[config.mk]
export PLATFORM = sky130hd
export DESIGN_NAME = bram_stream_ctrl_flat
export DESIGN_NICKNAME = d
export VERILOG_FILES = /design/src/rtl/bram_stream_ctrl_if.sv /design/src/rtl/bram_stream_ctrl.sv /design/src/flat_wrapper.sv
export SDC_FILE = /design/constraint.sdc
export NUM_CORES = 1
export LEC_CHECK = 0
export CAP_MARGIN = 40
export CORE_UTILIZATION = 45
export DETAILED_ROUTE_END_ITERATION = 10
export HOLD_SLACK_MARGIN = 0.15
export PLACE_DENSITY = 0.77
export SYNTH_ARGS = -nofsm -noshare
export SYNTH_HDL_FRONTEND = slang
export SYNTH_SLANG_ARGS = --single-unit
[constraint.sdc]
create_clock -name clk -period 3.38 [get_ports clk]
set_input_delay 1.014 -clock clk [delete_from_list [all_inputs] [get_ports clk]]
set_output_delay 1.014 -clock clk [all_outputs]
set_load 0.02 [all_outputs]
[src/rtl/bram_stream_ctrl_if.sv]
// Request/response stream bundle between a fabric producer/consumer and bram_stream_ctrl.
// master = user logic issuing writes/reads, slave = the controller.
interface bram_stream_ctrl_if;
    logic        wr_valid;
    logic        wr_ready;
    logic [9:0]  wr_addr_in;
    logic [15:0] wr_data_in;

    logic        rd_valid;
    logic        rd_ready;
    logic [9:0]  rd_addr_in;

    logic        rsp_valid;
    logic        rsp_ready;
    logic [15:0] rsp_data;

    modport master (
        output wr_valid, wr_addr_in, wr_data_in, rd_valid, rd_addr_in, rsp_ready,
        input  wr_ready, rd_ready, rsp_valid, rsp_data
    );

    modport slave (
        input  wr_valid, wr_addr_in, wr_data_in, rd_valid, rd_addr_in, rsp_ready,
        output wr_ready, rd_ready, rsp_valid, rsp_data
    );
endinterface

[src/rtl/bram_stream_ctrl.sv]
// Drives one BlockRAM_1KB from valid/ready write and read streams, packing the wr_data
// side-band fields and returning read data through a credit-limited response FIFO.
module bram_stream_ctrl #(
    parameter int READ_ADDRESS_MSB_FROM_DATALSB  = 24,
    parameter int WRITE_ADDRESS_MSB_FROM_DATALSB = 16,
    parameter int WRITE_ENABLE_FROM_DATA         = 20,
    parameter int RESP_DEPTH                     = 4
) (
    input  logic              clk,
    input  logic              rst,
    input  logic              cfg_width,
    input  logic              cfg_reg,
    bram_stream_ctrl_if.slave strm,
    output logic [7:0]        bram_wr_addr,
    output logic [31:0]       bram_wr_data,
    output logic [7:0]        bram_rd_addr,
    input  logic [31:0]       bram_rd_data,
    output logic              busy
);
    localparam int RS    = READ_ADDRESS_MSB_FROM_DATALSB;
    localparam int WS    = WRITE_ADDRESS_MSB_FROM_DATALSB;
    localparam int WE    = WRITE_ENABLE_FROM_DATA;
    localparam int CNT_W = $clog2(RESP_DEPTH + 1) + 1;
    localparam int PTR_W = (RESP_DEPTH > 1) ? $clog2(RESP_DEPTH) : 1;

    logic [7:0]  wr_word, rd_word;
    logic [1:0]  wr_sel, rd_sel;
    logic        hazard, wr_fire, rd_fire;
    logic [31:0] wd_next;

    logic        rd_pres, rd_s1, rd_s2, cap_valid, cap_now;
    logic [15:0] cap_data, cap_word;
    logic [15:0] unused_rd_hi;

    logic [15:0]      stor_mem [RESP_DEPTH];
    logic [PTR_W-1:0] stor_rd_ptr, stor_wr_ptr;
    logic [CNT_W-1:0] stor_cnt, total_cnt;
    logic             pop, stor_push, stor_pop, head_load;

    function automatic logic [PTR_W-1:0] next_ptr(input logic [PTR_W-1:0] p);
        return (p == PTR_W'(RESP_DEPTH - 1)) ? '0 : p + 1'b1;
    endfunction

    // 16-bit mode: word = a[8:1], sel = a[0]; 8-bit mode: word = a[9:2], sel = a[1:0].
    always_comb begin
        wr_word = cfg_width ? strm.wr_addr_in[9:2] : strm.wr_addr_in[8:1];
        rd_word = cfg_width ? strm.rd_addr_in[9:2] : strm.rd_addr_in[8:1];
        wr_sel  = cfg_width ? strm.wr_addr_in[1:0] : {1'b0, strm.wr_addr_in[0]};
        rd_sel  = cfg_width ? strm.rd_addr_in[1:0] : {1'b0, strm.rd_addr_in[0]};
    end

    assign hazard    = strm.wr_valid && strm.rd_valid && (wr_word == rd_word);
    assign total_cnt = CNT_W'(rd_pres) + CNT_W'(rd_s1) + CNT_W'(rd_s2) + CNT_W'(cap_valid)
                     + CNT_W'(strm.rsp_valid) + stor_cnt;

    assign strm.wr_ready = !rst;
    assign strm.rd_ready = !rst && !hazard && (total_cnt < CNT_W'(RESP_DEPTH));
    assign wr_fire       = strm.wr_valid && strm.wr_ready;
    assign rd_fire       = strm.rd_valid && strm.rd_ready;
    assign busy          = (total_cnt != '0);

    // The read-select field persists across cycles; everything else is rebuilt per write.
    always_comb begin
        // NOTE: start from a full default so no path leaves wd_next unassigned (no latch).
        wd_next          = '0;
        wd_next[RS +: 2] = rd_fire ? rd_sel : bram_wr_data[RS +: 2];
        if (wr_fire) begin
            wd_next[15:0]    = cfg_width ? {8'h00, strm.wr_data_in[7:0]} : strm.wr_data_in;
            wd_next[WS +: 2] = wr_sel;
            wd_next[WE]      = 1'b1;
        end
    end

    // NOTE: sequential state uses non-blocking assignments only, so every flop sees pre-edge values.
    always_ff @(posedge clk) begin
        if (rst) begin
            bram_wr_addr <= '0;
            bram_wr_data <= '0;
            bram_rd_addr <= '0;
        end else begin
            bram_wr_data <= wd_next;
            if (wr_fire) bram_wr_addr <= wr_word;
            if (rd_fire) bram_rd_addr <= rd_word;
        end
    end

    // Read tracking: presentation cycle, then one or two cycles of BlockRAM latency.
    assign cap_now      = cfg_reg ? rd_s2 : rd_s1;
    assign cap_word     = cfg_width ? {8'h00, bram_rd_data[7:0]} : bram_rd_data[15:0];
    assign unused_rd_hi = bram_rd_data[31:16];

    always_ff @(posedge clk) begin
        if (rst) begin
            rd_pres   <= 1'b0;
            rd_s1     <= 1'b0;
            rd_s2     <= 1'b0;
            cap_valid <= 1'b0;
            cap_data  <= '0;
        end else begin
            rd_pres   <= rd_fire;
            rd_s1     <= rd_pres;
            rd_s2     <= rd_s1 && cfg_reg;
            cap_valid <= cap_now;
            if (cap_now) cap_data <= cap_word;
        end
    end

    // Response FIFO: rsp_valid/rsp_data are the head register, stor_mem holds the entries behind it.
    assign pop       = strm.rsp_valid && strm.rsp_ready;
    assign stor_push = cap_valid && strm.rsp_valid && (!pop || (stor_cnt != '0));
    assign stor_pop  = pop && (stor_cnt != '0);
    assign head_load = cap_valid && !stor_push;

    always_ff @(posedge clk) begin
        if (rst) begin
            strm.rsp_valid <= 1'b0;
            strm.rsp_data  <= '0;
            stor_rd_ptr    <= '0;
            stor_wr_ptr    <= '0;
            stor_cnt       <= '0;
        end else begin
            if (stor_pop) begin
                strm.rsp_data <= stor_mem[stor_rd_ptr];
                stor_rd_ptr   <= next_ptr(stor_rd_ptr);
            end else if (head_load) begin
                strm.rsp_data <= cap_data;
            end
            strm.rsp_valid <= stor_pop || head_load || (strm.rsp_valid && !pop);
            if (stor_push) stor_wr_ptr <= next_ptr(stor_wr_ptr);
            stor_cnt <= stor_cnt + CNT_W'(stor_push) - CNT_W'(stor_pop);
        end
    end

    // NOTE: storage array has no reset; the pointers and count alone decide what is valid.
    always_ff @(posedge clk) begin
        if (stor_push) stor_mem[stor_wr_ptr] <= cap_data;
    end
endmodule
[src/flat_wrapper.sv]
// flat-port wrapper written by rule: the top's interface ports become plain ports
module bram_stream_ctrl_flat 
#(
    parameter int READ_ADDRESS_MSB_FROM_DATALSB  = 24,
    parameter int WRITE_ADDRESS_MSB_FROM_DATALSB = 16,
    parameter int WRITE_ENABLE_FROM_DATA         = 20,
    parameter int RESP_DEPTH                     = 4
)
  (clk, rst, cfg_width, cfg_reg, bram_wr_addr, bram_wr_data, bram_rd_addr, bram_rd_data, busy, strm_wr_valid, strm_wr_addr_in, strm_wr_data_in, strm_rd_valid, strm_rd_addr_in, strm_rsp_ready, strm_wr_ready, strm_rd_ready, strm_rsp_valid, strm_rsp_data);
  bram_stream_ctrl_if strm_i ();
  input  logic clk;
  input  logic rst;
  input  logic cfg_width;
  input  logic cfg_reg;
  output logic [7:0] bram_wr_addr;
  output logic [31:0] bram_wr_data;
  output logic [7:0] bram_rd_addr;
  input  logic [31:0] bram_rd_data;
  output logic busy;
  input wire logic [$bits(strm_i.wr_valid)-1:0] strm_wr_valid;
  input wire logic [$bits(strm_i.wr_addr_in)-1:0] strm_wr_addr_in;
  input wire logic [$bits(strm_i.wr_data_in)-1:0] strm_wr_data_in;
  input wire logic [$bits(strm_i.rd_valid)-1:0] strm_rd_valid;
  input wire logic [$bits(strm_i.rd_addr_in)-1:0] strm_rd_addr_in;
  input wire logic [$bits(strm_i.rsp_ready)-1:0] strm_rsp_ready;
  output wire logic [$bits(strm_i.wr_ready)-1:0] strm_wr_ready;
  output wire logic [$bits(strm_i.rd_ready)-1:0] strm_rd_ready;
  output wire logic [$bits(strm_i.rsp_valid)-1:0] strm_rsp_valid;
  output wire logic [$bits(strm_i.rsp_data)-1:0] strm_rsp_data;
  assign strm_i.wr_valid = strm_wr_valid;
  assign strm_i.wr_addr_in = strm_wr_addr_in;
  assign strm_i.wr_data_in = strm_wr_data_in;
  assign strm_i.rd_valid = strm_rd_valid;
  assign strm_i.rd_addr_in = strm_rd_addr_in;
  assign strm_i.rsp_ready = strm_rsp_ready;
  assign strm_wr_ready = strm_i.wr_ready;
  assign strm_rd_ready = strm_i.rd_ready;
  assign strm_rsp_valid = strm_i.rsp_valid;
  assign strm_rsp_data = strm_i.rsp_data;
  bram_stream_ctrl #(.READ_ADDRESS_MSB_FROM_DATALSB(READ_ADDRESS_MSB_FROM_DATALSB), .WRITE_ADDRESS_MSB_FROM_DATALSB(WRITE_ADDRESS_MSB_FROM_DATALSB), .WRITE_ENABLE_FROM_DATA(WRITE_ENABLE_FROM_DATA), .RESP_DEPTH(RESP_DEPTH)) u_core (.clk(clk), .rst(rst), .cfg_width(cfg_width), .cfg_reg(cfg_reg), .strm(strm_i), .bram_wr_addr(bram_wr_addr), .bram_wr_data(bram_wr_data), .bram_rd_addr(bram_rd_addr), .bram_rd_data(bram_rd_data), .busy(busy));
endmodule
==> results.sh <==
export IMPL_status="finished with violations"
export IMPL_violations="setup timing"
export IMPL_path_class="register to output pin"
export IMPL_clock_sinks=148
export IMPL_slew_violations=0
export IMPL_start_util=0.460
export IMPL_finalWorstSetupSlack_ns=-0.758
export IMPL_grt_usage=0.194
export IMPL_tightest_slew_ns=0.921
export IMPL_drt_iter0_markers=186
export IMPL_setup_violations=3
export IMPL_endpoint="strm_rd_ready"
export IMPL_rows=42
export IMPL_fin_skew_ns=0.00624
export IMPL_p_int_w=0.00330
export IMPL_final_seq_area_um2=3610
export IMPL_die_y_um=118
export IMPL_netlist_area_um2=6070
export IMPL_vias=4046
export IMPL_clkPwrFrac=0.463
export IMPL_ys_flop_type="dfxtp_1"
export IMPL_reg2reg_from="u_core.rd_s1"
export IMPL_cts_buffers=17
export IMPL_die_area_um2=14000
export IMPL_synth_seq_cells=148
export IMPL_ir_drop_mv=0.311
export IMPL_synth_largest_area_cell="edfxtp_1"
export IMPL_cap_violations=0
export IMPL_yosysUniqueCellTypes=36
export IMPL_port_buffer_count=115
export IMPL_period_minus_slack_ns=4.14
export IMPL_design_area_um2=8270
export IMPL_syn_instance_count=462
export IMPL_placed_cell_area_um2=7570
export IMPL_end_kind="output pin"
export IMPL_pin_count=143
export IMPL_rsz0062_at_grt="yes"
export IMPL_gp_congestion=0.782
export IMPL_worstPathArrival_ns=3.12
export IMPL_reg2reg_to="u_core.bram_rd_addr[7]"
export IMPL_diodes=0
export IMPL_comb_power_share=0.083
export IMPL_grt_pass1_wl_mm=20.7
export IMPL_required_ns=2.37
export IMPL_core_area_um2=13200
export IMPL_area_delta_synth_final_pct=36.3
export IMPL_root_buffer="clkbuf_16"
export IMPL_clk_pin_slew_ns=0.06
export IMPL_htreeDepth=4
export IMPL_clk_insertion_delay_late_ns=0.42
export IMPL_min_delay_start="u_core.bram_wr_data[25]"
export IMPL_synth_common_cells="84 x dfxtp_1, 64 x edfxtp_1, 52 x nor2_1"
export IMPL_dp_slack_ns=-0.849
export IMPL_startpoint="u_core.rd_s1"
export IMPL_wirelength_mm=12.9
export IMPL_cts_tree="yes"
export IMPL_synthTopCellsByArea="edfxtp_1 32%, dfxtp_1 28%, mux2i_1 7.8%, mux4_2 5.9%, nor2_1 3.2%"
export IMPL_num_fill_cells=975
export IMPL_min_period_over_period=1.22
export IMPL_drt_wirelength_per_cell_um=16.2
export IMPL_hold_path_class="register to register"
export IMPL_p_sw_w=0.000909
export IMPL_grt_max_degree=54
export IMPL_dp_hpwl_mm=8.58
export IMPL_power_density_nw_per_um2=509
export IMPL_die_x_um=118
export IMPL_drcViolationCount=0
export IMPL_avgSynthCellArea_um2=13.1
export IMPL_synthMostInstantiatedCell="dfxtp_1"
export IMPL_leakage_nw=2.93
export IMPL_fmax_ghz=0.242
export IMPL_antenna_found_initial=0
export IMPL_hold_viol=0
export IMPL_async_reset_ff_frac=0
export IMPL_synth_top_area_frac=0.317
export IMPL_reg2reg_slack_ns=0
export IMPL_multiInputGateArea_um2=2280
export IMPL_seq_power_share=0.455
export IMPL_fin_nets=701
export IMPL_grt_ovfl_total=0
export IMPL_path_max_fanout=2
export IMPL_swShare=0.216
export IMPL_hold_buffers=0
export IMPL_firstDrtPassIters=4
export IMPL_synth_edf_count=64
export IMPL_startpoint_type="register"
export IMPL_cts_buffer_depth=2
export IMPL_ys_seq_area_frac=0.594
export IMPL_grt_pass1_vias=4175
export IMPL_vias_per_cell=5.08
export IMPL_drive_above_1_share=0.185
export IMPL_ant_nets=0
export IMPL_slew_headroom=0.386
export IMPL_yosys_warnings=0
export IMPL_reg2regPathDepth=16
-- cell type report --
class | count | area share
Clock buffer | 18 | 0.0519
Clock inverter | 14 | 0.0224
Inverter | 18 | 0.00817
Multi-Input combinational cell | 266 | 0.276
Sequential cell | 148 | 0.436
Tap cell | 176 | 0.0266
Timing Repair Buffer | 157 | 0.179
-- repair_timing --
| action | 4_1_cts | 5_1_grt |
|---|---|---|
| setup buffers | 2 | 4 |
| endpoints found under the hold margin | 0 | 0 |
| pin swaps | 5 | 4 |
| endpoints found under the setup margin | 2 | 8 |
| gates resized for setup | 19 | 1 |
-- through the flow --
step	hold WS, ns	setup TNS, ns	util	cells	power, W
after floorplan	0.442	-0.249	-	472	0.00212
after global placement	0.455	-1.33	0.574	759	0.00229
after detailed placement	0.476	-1.48	0.574	759	0.00230
after CTS	0.489	-1.51	0.624	793	0.00425
after global routing	0.512	-2.25	0.627	797	0.00435
final	0.496	-1.45	0.627	797	0.00421
-- layout by cell type (no fill, tap or decap), types with 3 or more instances in the layout --
cell type,count
a211oi_1,25
a21oi_1,20
a311oi_2,8
and2_1,21
and3_1,4
buf_4,40
buf_6,3
bufinv_16,4
clkbuf_16,17
clkdlybuf4s50_1,112
clkinv_1,3
clkinvlp_4,3
conb_1,11
dfxtp_1,82
edfxtp_1,64
ha_1,13
inv_1,16
mux2i_1,45
mux4_2,16
nor2_1,51
nor2b_1,5
nor3b_1,9
xnor2_1,7
xor2_1,5
-- flip-flops by register name, summed over array words and instances, names as in the netlist, named ones only --
name                   flops
u_core.rd_s2               1
u_core.rd_s1               1
u_core.bram_wr_addr        8
u_core.rd_pres             1
u_core.cap_valid           1
u_core.stor_mem           64
u_core.stor_rd_ptr         2
u_core.strm.rsp_data      16
u_core.strm.rsp_valid      1
u_core.stor_wr_ptr         2
u_core.bram_rd_addr        8
u_core.bram_wr_data       21
u_core.stor_cnt            4
u_core.cap_data           16
-- layer usage --
layer | share of wire | track usage
met3 | 0.059 | 0.0649
met5 | 0 | 0
met1 | 0.42 | 0.223
met4 | 0.016 | 0.0721
met2 | 0.50 | 0.334
-- cell families (layout without fill, tap and decap cells) --
group                      count (synthesis)  count (layout)  share of synthesized area
DFF                                      148             148                      0.594
other                                      1              11                   0.000618
xor gates and xnor gates                  12              12                     0.0173
adders and majority gates                 18              18                     0.0421
AOI/OAI and AO/OA                         61              61                     0.0757
buffers and inverters                     58             207                     0.0478
muxes                                     63              63                      0.137
and+or+nand+nor                          101             101                     0.0856
-- worst min-delay path by stage --
| stage | slack, ns | endpoint | depth (start not counted) |
|---|---|---|---|
| 2_1_floorplan | 0.44 | u_core.rd_s1 | 1 |
| 3_3_place_gp | 0.46 | u_core.rd_s1 | 1 |
| 3_5_place_dp | 0.48 | u_core.bram_wr_data[25] | 2 |
| 4_1_cts | 0.49 | u_core.bram_wr_data[25] | 2 |
| 5_1_grt | 0.51 | u_core.bram_wr_data[25] | 2 |
| 6_report | 0.50 | u_core.bram_wr_data[25] | 2 |
-- critical path, stage by stage, from the launching register on --
cell and delay, ns:
dfxtp_2 0.34, ha_4 0.26, inv_2 0.03, fa_1 0.43
inv_1 0.08, fa_2 0.20, inv_2 0.04, fa_2 0.33
or3b_4 0.39, mux2i_4 0.21, o32ai_4 0.12, nor2_2 0.14
buf_6 0.13
-- power groups by stage --
stage / Sequential, W / Clock [W] / Combinational, W
detailed placement: 0.00195 / 0 / 0.000345
global route: 0.00192 / 0.00206 / 0.000371
CTS: 0.00191 / 0.00198 / 0.000350
floorplan: 0.00198 / 0 / 0.000135
global placement: 0.00195 / 0 / 0.000338
finish: 0.00192 / 0.00195 / 0.000348
No activity file was read; power rests on OpenSTA's default activity.
